==> config.mk <==
export PLATFORM = sky130hd
export DESIGN_NAME = pid_controller_core_flat
export DESIGN_NICKNAME = d
export VERILOG_FILES = /design/src/rtl/pid_controller_core_if.sv /design/src/rtl/pid_controller_core.sv /design/src/flat_wrapper.sv
export SDC_FILE = /design/constraint.sdc
export NUM_CORES = 2
export LEC_CHECK = 0
export CAP_MARGIN = 0
export CORE_ASPECT_RATIO = 1.1
export CORE_UTILIZATION = 24
export DETAILED_ROUTE_END_ITERATION = 12
export PLACE_DENSITY = 0.49
export SETUP_SLACK_MARGIN = 0.5
export SYNTH_ARGS = -nofsm -noshare
export SYNTH_HDL_FRONTEND = slang
export SYNTH_SLANG_ARGS = --single-unit
==> constraint.sdc <==
create_clock -name clk_in -period 11.8 [get_ports clk_in]
set_input_delay 2.36 -clock clk_in [delete_from_list [all_inputs] [get_ports clk_in]]
set_output_delay 2.36 -clock clk_in [all_outputs]
set_load 0.05 [all_outputs]
==> src/rtl/pid_controller_core_if.sv <==
// -----------------------------------------------------------------------------
// pid_controller_core_if
// Sample, parameter and result bundle for one PID lock-loop channel.
//   master : drives the sample stream, parameter set, update and lock controls;
//            receives the PID result and post-processed output word
//   slave  : the PID core
// Signals:
//   data_in/dv_in          signed input sample and its one-cycle valid
//   setpoint_in            signed setpoint
//   p/i/d_coef_in          signed PID coefficients
//   init_in/min_in/max_in  output offset and clamp bounds (unsigned)
//   update_in              one-cycle strobe latching all parameter inputs
//   lock_en_in             1 = loop closed, 0 = loop open
//   pid_data_out/dv_out    saturated signed PID result and its valid
//   opp_data_out/dv_out    offset+clamped output word and its valid
// -----------------------------------------------------------------------------
interface pid_controller_core_if #(
  parameter int W_DATA = 18,
  parameter int W_COEF = 16,
  parameter int W_OUT  = 16
);
  logic signed [W_DATA-1:0] data_in;
  logic                     dv_in;
  logic signed [W_COEF-1:0] setpoint_in;
  logic signed [W_COEF-1:0] p_coef_in;
  logic signed [W_COEF-1:0] i_coef_in;
  logic signed [W_COEF-1:0] d_coef_in;
  logic        [W_OUT-1:0]  init_in;
  logic        [W_OUT-1:0]  min_in;
  logic        [W_OUT-1:0]  max_in;
  logic                     update_in;
  logic                     lock_en_in;
  logic signed [W_DATA-1:0] pid_data_out;
  logic                     pid_dv_out;
  logic        [W_OUT-1:0]  opp_data_out;
  logic                     opp_dv_out;

  modport master (
    output data_in, dv_in, setpoint_in, p_coef_in, i_coef_in, d_coef_in,
    output init_in, min_in, max_in, update_in, lock_en_in,
    input  pid_data_out, pid_dv_out, opp_data_out, opp_dv_out
  );

  modport slave (
    input  data_in, dv_in, setpoint_in, p_coef_in, i_coef_in, d_coef_in,
    input  init_in, min_in, max_in, update_in, lock_en_in,
    output pid_data_out, pid_dv_out, opp_data_out, opp_dv_out
  );
endinterface

==> src/rtl/pid_controller_core.sv <==
// -----------------------------------------------------------------------------
// pid_controller_core
// Single-channel PID filter for the lock loop followed by output offset and
// clamp. Per accepted sample: u = P*e + I*sum(e) + D*(e - e_prev), with
// e = setpoint - data; u is saturated to W_DATA bits, then init is added and
// the result clamped to [min, max] (max wins if min > max).
// Ports:
//   clk_in  system clock, rising edge
//   rst_in  synchronous active-high reset
//   bus     pid_controller_core_if slave: samples, parameters, results
// Latency: sample cycle T -> pid_dv_out at T+3, opp_dv_out at T+4,
// one sample per cycle throughput.
// -----------------------------------------------------------------------------
module pid_controller_core #(
  parameter int W_DATA = 18,
  parameter int W_COEF = 16,
  parameter int W_OUT  = 16,
  parameter int W_INT  = 32
) (
  input logic                 clk_in,
  input logic                 rst_in,
  pid_controller_core_if.slave bus
);

  localparam int W_E    = W_DATA + 1;      // error
  localparam int W_D    = W_DATA + 2;      // derivative
  localparam int W_INT1 = W_INT + 1;
  localparam int W_PP   = W_COEF + W_E;
  localparam int W_PI   = W_COEF + W_INT;
  localparam int W_PD   = W_COEF + W_D;
  localparam int W_SUM  = W_PI + 2;        // assumes W_INT >= W_DATA + 2
  localparam int W_V    = W_OUT + W_DATA;
  localparam int W_OUT1 = W_OUT + 1;

  function automatic logic signed [W_INT-1:0] sat_int(
    input logic signed [W_INT-1:0] acc,
    input logic signed [W_E-1:0]   e
  );
    logic signed [W_INT:0] s;
    s = W_INT1'(acc) + W_INT1'(e);
    if (s[W_INT] != s[W_INT-1])
      sat_int = s[W_INT] ? {1'b1, {(W_INT-1){1'b0}}} : {1'b0, {(W_INT-1){1'b1}}};
    else
      sat_int = s[W_INT-1:0];
  endfunction

  function automatic logic signed [W_DATA-1:0] sat_data(
    input logic signed [W_SUM-1:0] x
  );
    // In range when every bit above the result sign bit equals it.
    if ((&x[W_SUM-1:W_DATA-1]) || !(|x[W_SUM-1:W_DATA-1]))
      sat_data = x[W_DATA-1:0];
    else if (x[W_SUM-1])
      sat_data = {1'b1, {(W_DATA-1){1'b0}}};
    else
      sat_data = {1'b0, {(W_DATA-1){1'b1}}};
  endfunction

  function automatic logic [W_OUT-1:0] clamp_out(
    input logic        [W_OUT-1:0]  init,
    input logic        [W_OUT-1:0]  lo,
    input logic        [W_OUT-1:0]  hi,
    input logic signed [W_DATA-1:0] pid
  );
    logic signed [W_V-1:0] v;
    logic signed [W_V-1:0] vlo;
    logic signed [W_V-1:0] vhi;
    v   = W_V'(signed'(W_OUT1'(init))) + W_V'(pid);
    vlo = W_V'(signed'(W_OUT1'(lo)));
    vhi = W_V'(signed'(W_OUT1'(hi)));
    // Upper bound applied last so it wins when lo > hi.
    if (v < vlo) v = vlo;
    if (v > vhi) v = vhi;
    clamp_out = v[W_OUT-1:0];
  endfunction

  // Latched parameter set
  logic signed [W_COEF-1:0] r_setpoint, r_p_coef, r_i_coef, r_d_coef;
  logic        [W_OUT-1:0]  r_init, r_min, r_max;

  // Loop state
  logic signed [W_INT-1:0]  r_integral;
  logic signed [W_E-1:0]    r_err_prev;
  logic                     r_lock_d;

  // Pipeline
  logic                     r_vld_p1, r_vld_p2;
  logic signed [W_E-1:0]    r_e_p1;
  logic signed [W_COEF-1:0] r_pc_p1, r_ic_p1, r_dc_p1;
  logic signed [W_PP-1:0]   r_prod_p_p2;
  logic signed [W_PI-1:0]   r_prod_i_p2;
  logic signed [W_PD-1:0]   r_prod_d_p2;
  logic signed [W_DATA-1:0] r_pid_data;
  logic                     r_pid_dv;
  logic        [W_OUT-1:0]  r_opp_data;
  logic                     r_opp_dv;

  logic                     w_accept;
  logic                     w_lock_fall;
  logic signed [W_INT-1:0]  w_int_next;
  logic signed [W_D-1:0]    w_deriv;
  logic signed [W_PP-1:0]   w_prod_p;
  logic signed [W_PI-1:0]   w_prod_i;
  logic signed [W_PD-1:0]   w_prod_d;
  logic signed [W_SUM-1:0]  w_sum;

  assign w_accept    = bus.dv_in & bus.lock_en_in;
  assign w_lock_fall = r_lock_d & ~bus.lock_en_in;

  assign w_int_next = sat_int(r_integral, r_e_p1);
  assign w_deriv    = W_D'(r_e_p1) - W_D'(r_err_prev);
  assign w_prod_p   = W_PP'(r_e_p1) * W_PP'(r_pc_p1);
  assign w_prod_i   = W_PI'(w_int_next) * W_PI'(r_ic_p1);
  assign w_prod_d   = W_PD'(w_deriv) * W_PD'(r_dc_p1);
  assign w_sum      = W_SUM'(r_prod_p_p2) + W_SUM'(r_prod_i_p2) + W_SUM'(r_prod_d_p2);

  always_ff @(posedge clk_in) begin
    if (rst_in) begin
      r_setpoint  <= '0;
      r_p_coef    <= '0;
      r_i_coef    <= '0;
      r_d_coef    <= '0;
      r_init      <= '0;
      r_min       <= '0;
      r_max       <= '0;
      r_integral  <= '0;
      r_err_prev  <= '0;
      r_lock_d    <= 1'b0;
      r_vld_p1    <= 1'b0;
      r_vld_p2    <= 1'b0;
      r_e_p1      <= '0;
      r_pc_p1     <= '0;
      r_ic_p1     <= '0;
      r_dc_p1     <= '0;
      r_prod_p_p2 <= '0;
      r_prod_i_p2 <= '0;
      r_prod_d_p2 <= '0;
      r_pid_data  <= '0;
      r_pid_dv    <= 1'b0;
      r_opp_data  <= '0;
      r_opp_dv    <= 1'b0;
    end else begin
      r_lock_d <= bus.lock_en_in;
      if (bus.update_in) begin
        r_setpoint <= bus.setpoint_in;
        r_p_coef   <= bus.p_coef_in;
        r_i_coef   <= bus.i_coef_in;
        r_d_coef   <= bus.d_coef_in;
        r_init     <= bus.init_in;
        r_min      <= bus.min_in;
        r_max      <= bus.max_in;
      end

      // p1: error; coefficients travel with the sample so a later update
      // cannot change a sample already in flight
      r_vld_p1 <= w_accept;
      if (w_accept) begin
        r_e_p1  <= W_E'(r_setpoint) - W_E'(bus.data_in);
        r_pc_p1 <= r_p_coef;
        r_ic_p1 <= r_i_coef;
        r_dc_p1 <= r_d_coef;
      end

      // p2: loop state update and products; opening the loop clears history
      r_vld_p2 <= r_vld_p1 & bus.lock_en_in;
      if (!bus.lock_en_in) begin
        r_integral <= '0;
        r_err_prev <= '0;
      end else if (r_vld_p1) begin
        r_integral  <= w_int_next;
        r_err_prev  <= r_e_p1;
        r_prod_p_p2 <= w_prod_p;
        r_prod_i_p2 <= w_prod_i;
        r_prod_d_p2 <= w_prod_d;
      end

      // p3: sum and saturate
      r_pid_dv <= r_vld_p2 & bus.lock_en_in;
      if (r_vld_p2 && bus.lock_en_in)
        r_pid_data <= sat_data(w_sum);

      // p4: offset and clamp; on unlock the output parks at clamped init
      r_opp_dv <= r_pid_dv & bus.lock_en_in;
      if (w_lock_fall)
        r_opp_data <= clamp_out(r_init, r_min, r_max, '0);
      else if (r_pid_dv && bus.lock_en_in)
        r_opp_data <= clamp_out(r_init, r_min, r_max, r_pid_data);
    end
  end

  assign bus.pid_data_out = r_pid_data;
  assign bus.pid_dv_out   = r_pid_dv;
  assign bus.opp_data_out = r_opp_data;
  assign bus.opp_dv_out   = r_opp_dv;

endmodule

==> src/flat_wrapper.sv <==
// flat-port wrapper written by rule: the top's interface ports become plain ports
module pid_controller_core_flat 
#(
  parameter int W_DATA = 18,
  parameter int W_COEF = 16,
  parameter int W_OUT  = 16,
  parameter int W_INT  = 32
)
  (clk_in, rst_in, bus_data_in, bus_dv_in, bus_setpoint_in, bus_p_coef_in, bus_i_coef_in, bus_d_coef_in, bus_init_in, bus_min_in, bus_max_in, bus_update_in, bus_lock_en_in, bus_pid_data_out, bus_pid_dv_out, bus_opp_data_out, bus_opp_dv_out);
  pid_controller_core_if #(.W_DATA(W_DATA), .W_COEF(W_COEF), .W_OUT(W_OUT)) bus_i ();
  input logic clk_in;
  input logic rst_in;
  input wire logic [$bits(bus_i.data_in)-1:0] bus_data_in;
  input wire logic [$bits(bus_i.dv_in)-1:0] bus_dv_in;
  input wire logic [$bits(bus_i.setpoint_in)-1:0] bus_setpoint_in;
  input wire logic [$bits(bus_i.p_coef_in)-1:0] bus_p_coef_in;
  input wire logic [$bits(bus_i.i_coef_in)-1:0] bus_i_coef_in;
  input wire logic [$bits(bus_i.d_coef_in)-1:0] bus_d_coef_in;
  input wire logic [$bits(bus_i.init_in)-1:0] bus_init_in;
  input wire logic [$bits(bus_i.min_in)-1:0] bus_min_in;
  input wire logic [$bits(bus_i.max_in)-1:0] bus_max_in;
  input wire logic [$bits(bus_i.update_in)-1:0] bus_update_in;
  input wire logic [$bits(bus_i.lock_en_in)-1:0] bus_lock_en_in;
  output wire logic [$bits(bus_i.pid_data_out)-1:0] bus_pid_data_out;
  output wire logic [$bits(bus_i.pid_dv_out)-1:0] bus_pid_dv_out;
  output wire logic [$bits(bus_i.opp_data_out)-1:0] bus_opp_data_out;
  output wire logic [$bits(bus_i.opp_dv_out)-1:0] bus_opp_dv_out;
  assign bus_i.data_in = bus_data_in;
  assign bus_i.dv_in = bus_dv_in;
  assign bus_i.setpoint_in = bus_setpoint_in;
  assign bus_i.p_coef_in = bus_p_coef_in;
  assign bus_i.i_coef_in = bus_i_coef_in;
  assign bus_i.d_coef_in = bus_d_coef_in;
  assign bus_i.init_in = bus_init_in;
  assign bus_i.min_in = bus_min_in;
  assign bus_i.max_in = bus_max_in;
  assign bus_i.update_in = bus_update_in;
  assign bus_i.lock_en_in = bus_lock_en_in;
  assign bus_pid_data_out = bus_i.pid_data_out;
  assign bus_pid_dv_out = bus_i.pid_dv_out;
  assign bus_opp_data_out = bus_i.opp_data_out;
  assign bus_opp_dv_out = bus_i.opp_dv_out;
  pid_controller_core #(.W_DATA(W_DATA), .W_COEF(W_COEF), .W_OUT(W_OUT), .W_INT(W_INT)) u_core (.clk_in(clk_in), .rst_in(rst_in), .bus(bus_i));
endmodule
==> reports/summary.txt <==
Worst-path clk slew -> 0.08 ns
Seq pwr share -> 30.2%
DR WL met3 -> 7.49 mm
Initial Util -> 24.2%
Post-CTS Hold Buffers -> 0
WL/cell -> 17.8 µm
Sw Share -> 38.8%
Register area share after synthesis -> 12.1%
Drt drc -> 0
Post-CTS Resized -> 0
Crit path top cell by count -> fa_1
Clock Tree Root -> clkbuf_16
Final worst path period need -> 10.65 ns
Cells after synthesis -> 7360
IO Pins -> 171
VDD IR max -> 106 µV
Area of the core -> 265000 µm²
Clock buffer depth -> 3
H-tree depth -> 2
Total grt overflow -> 0
Setup violators final -> 0
Vias post-DR -> 49200
Asr flop ratio synth -> 0%
Final WL -> 195 mm
Synth Register Bits -> 388
# rows -> 198
Largest net degree at the start of global routing -> 76
GRT Total Usage -> 14.6%
Req. time, crit path -> 12.34 ns
MaxCap Viol Count -> 0
Layout cell share with drive strength beyond 1 -> 4.33%
Portion of netlist area occupied by mux cells -> 2.63%
Primary FF master, synth -> dfxtp_1
Die ar. -> 270000 µm²
P_int -> 0.00284 W
Synth area leaders -> fa_1 36%, dfxtp_1 12%, ha_1 9.5%
Synth cell types -> 100
Status -> complete, no violations
Max layer used -> met5
Met2 WL post-DR -> 94.9 mm
First-pass GRT wire length -> 307 mm
Max Freq -> 93.9 MHz
Final Hold Fails -> 0
Critical Path Start Type -> register
Top-area cell type share of the netlist area -> 36.2%
DRT met1 WL -> 84.3 mm
EDFF count, synth -> 0
Initial antenna violation count -> 7
Initial DRC count -> 2348
Critical-path maximum fanout -> 18
RD Place Congestion -> 0.900
Worst rel slew slack -> 26.7%
Postcts setup bufs -> 0
Pwr Density -> 64.9 nW/µm²
Post-synthesis compound-gate area fraction -> 9.73%
Skew-Pair Late Insertion Delay -> 0.68 ns
HP Class -> register to register
Post-synth top cells -> 1309 x inv_1, 1161 x fa_1, 1045 x nand2_1
Pre-antenna DRT Iters -> 6
DP Area -> 69800 µm²
Mapped Area -> 64200 µm²
Slew Viols, Final -> 0
Leakage -> 31.9 nW
Syn_nets -> 9144
Worst-Margin Slew -> 1.10 ns
RSZ-0062 raised after global routing -> false
CTS Buf Count -> 51
Cell taking the most area after synthesis -> fa_1
CTS sink cnt -> 388
R2r setup slk -> 1.15 ns
Tcrit/Tclk final -> 90.3%
Detailed Place HPWL -> 157 mm
Cell area after layout -> 71500 µm²
Die Width -> 495 µm
Arr. time, crit path -> 11.20 ns
Syn Area/Cell -> 8.72 µm²
Area growth from synthesis to layout -> 11.4%
Slowest CP cell -> maj3_1
YS warnings -> 0
I/O Buffers -> 170
CP max stage delay -> 0.73 ns
Fin nets -> 9154
CP Class -> register to register
Sum Neg Setup Slack -> 0 ns
Worst setup EP type -> register
P_sw -> 0.00180 W
Comb power frac -> 35.2%
Worst Clk Skew -> 0.0335 ns
Post-synthesis adder-cell area fraction -> 45.9%
Xor/xnor cell area share of the yosys netlist -> 2.95%
DR vias/cell -> 4.51
Most numerous cell in the Yosys netlist -> inv_1
Clk network pwr share -> 34.5%
Largest family of logic cells by synthesized area -> adder cells
DIE HEIGHT -> 544 µm
Routed Antenna Nets -> 0
Vias in the first global route -> 53200
Simple-Gate Fraction of Synth Area -> 16.8%
TritonCTS clock tree -> built
sequential cells by signal, summed over array words and instances, names as in the netlist:
signal	flops
u_core.r_init	16
u_core.r_vld_p2	1
u_core.bus.pid_data_out	18
u_core.r_err_prev	19
u_core.r_vld_p1	1
u_core.r_i_coef	16
u_core.r_integral	32
u_core.r_ic_p1	16
u_core.r_e_p1	19
u_core.bus.opp_data_out	16
u_core.r_pc_p1	16
u_core.r_min	16
u_core.r_lock_d	1
u_core.bus.pid_dv_out	1
u_core.r_d_coef	16
u_core.r_max	16
u_core.r_p_coef	16
u_core.r_setpoint	16
u_core.bus.opp_dv_out	1
u_core.r_prod_d_p2	36
u_core.r_prod_i_p2	48
u_core.r_dc_p1	16
u_core.r_prod_p_p2	35
worst paths after layout:
kind,start,end,depth (start not counted)
max,u_core.r_e_p1[0],u_core.r_prod_i_p2[46],37
min,u_core.r_i_coef[10],u_core.r_ic_p1[10],2
max reg2reg,u_core.r_e_p1[0],u_core.r_prod_i_p2[46],37
min reg2reg,u_core.r_i_coef[10],u_core.r_ic_p1[10],2
worst max-delay path: cells and delay by family (launching register included):
family	cells	cell delay, ns
AO/OA/AOI/OAI	18	4.55
buffers and inverters	4	0.20
AND/OR/NAND/NOR	4	0.58
adder cells (fa/ha/maj)	10	4.74
flip-flops	1	0.32
XOR/XNOR	1	0.14
cell families after synthesis:
family                   count (synthesis)
AO/OA/AOI/OAI                          978
multiplexers                           166
adder cells (fa/ha/maj)               1660
AND/OR/NAND/NOR                       2302
flip-flops                             388
buffers and inverters                 1650
XOR/XNOR                               216
stage by stage:
step	setup slack, ns	utilization, %	hold slack [ns]	power [W]	std cells
after detailed placement	0.763	26.3	0.439	0.00308	10800
after CTS	0.745	27.0	0.426	0.00472	10900
final	1.15	27.0	0.420	0.00464	10900
after global placement	0.993	26.3	0.440	0.00306	10800
after floorplan	2.25	-	0.429	0.00245	7360
after global routing	0.554	27.0	0.462	0.00491	10900
power groups by stage:
stage,clock network (W),logic [W],registers (W)
after floorplan,0,0.00103,0.00142
after global placement,0,0.00163,0.00143
after detailed placement,0,0.00165,0.00143
after CTS,0.00166,0.00165,0.00140
after global routing,0.00170,0.00181,0.00141
final,0.00160,0.00163,0.00140
cells in the final DEF (no fill, tap or decap), drive strengths merged, types with 16 or more instances in the layout:
master         Yosys  routed
a211oi            53      53
a21boi            17      17
a21o             121     121
a21oi            380     380
a221o             16      16
a31oi             25      25
and2             464     464
and3              43      43
buf               54     129
clkbuf           286      68
clkdlybuf4s50      0     168
dfxtp            388     388
fa              1161    1161
ha               488     488
inv             1309    1316
mux2              20      20
mux2i            146     146
nand2           1045    1045
nand2b            64      64
nand3             46      46
nand4             33      33
nor2             414     414
nor2b             45      45
nor3              58      58
o211ai            17      17
o21a              35      35
o21ai            175     175
o21bai            26      26
or3               23      23
xnor2            155     155
xor2              61      61
area by class of cell:
class                   instances  area, µm²
well taps                    3500       4380
flip-flops and latches        388       7770
clock inverters                25        259
fillers                     28300     194000
clock buffers                  67       1430
diodes                          2       5.00
multi-input cells            5322      50100
inverters                    1309       4910
repair buffers                298       2670
layer usage:
metal,track usage (%),vias to the layer above
met3,1.52,277
met2,25.5,1033
met1,18.4,24900
met5,0,-
li1,-,22900
met4,5.50,12
Power figures use the tool's default switching activity.
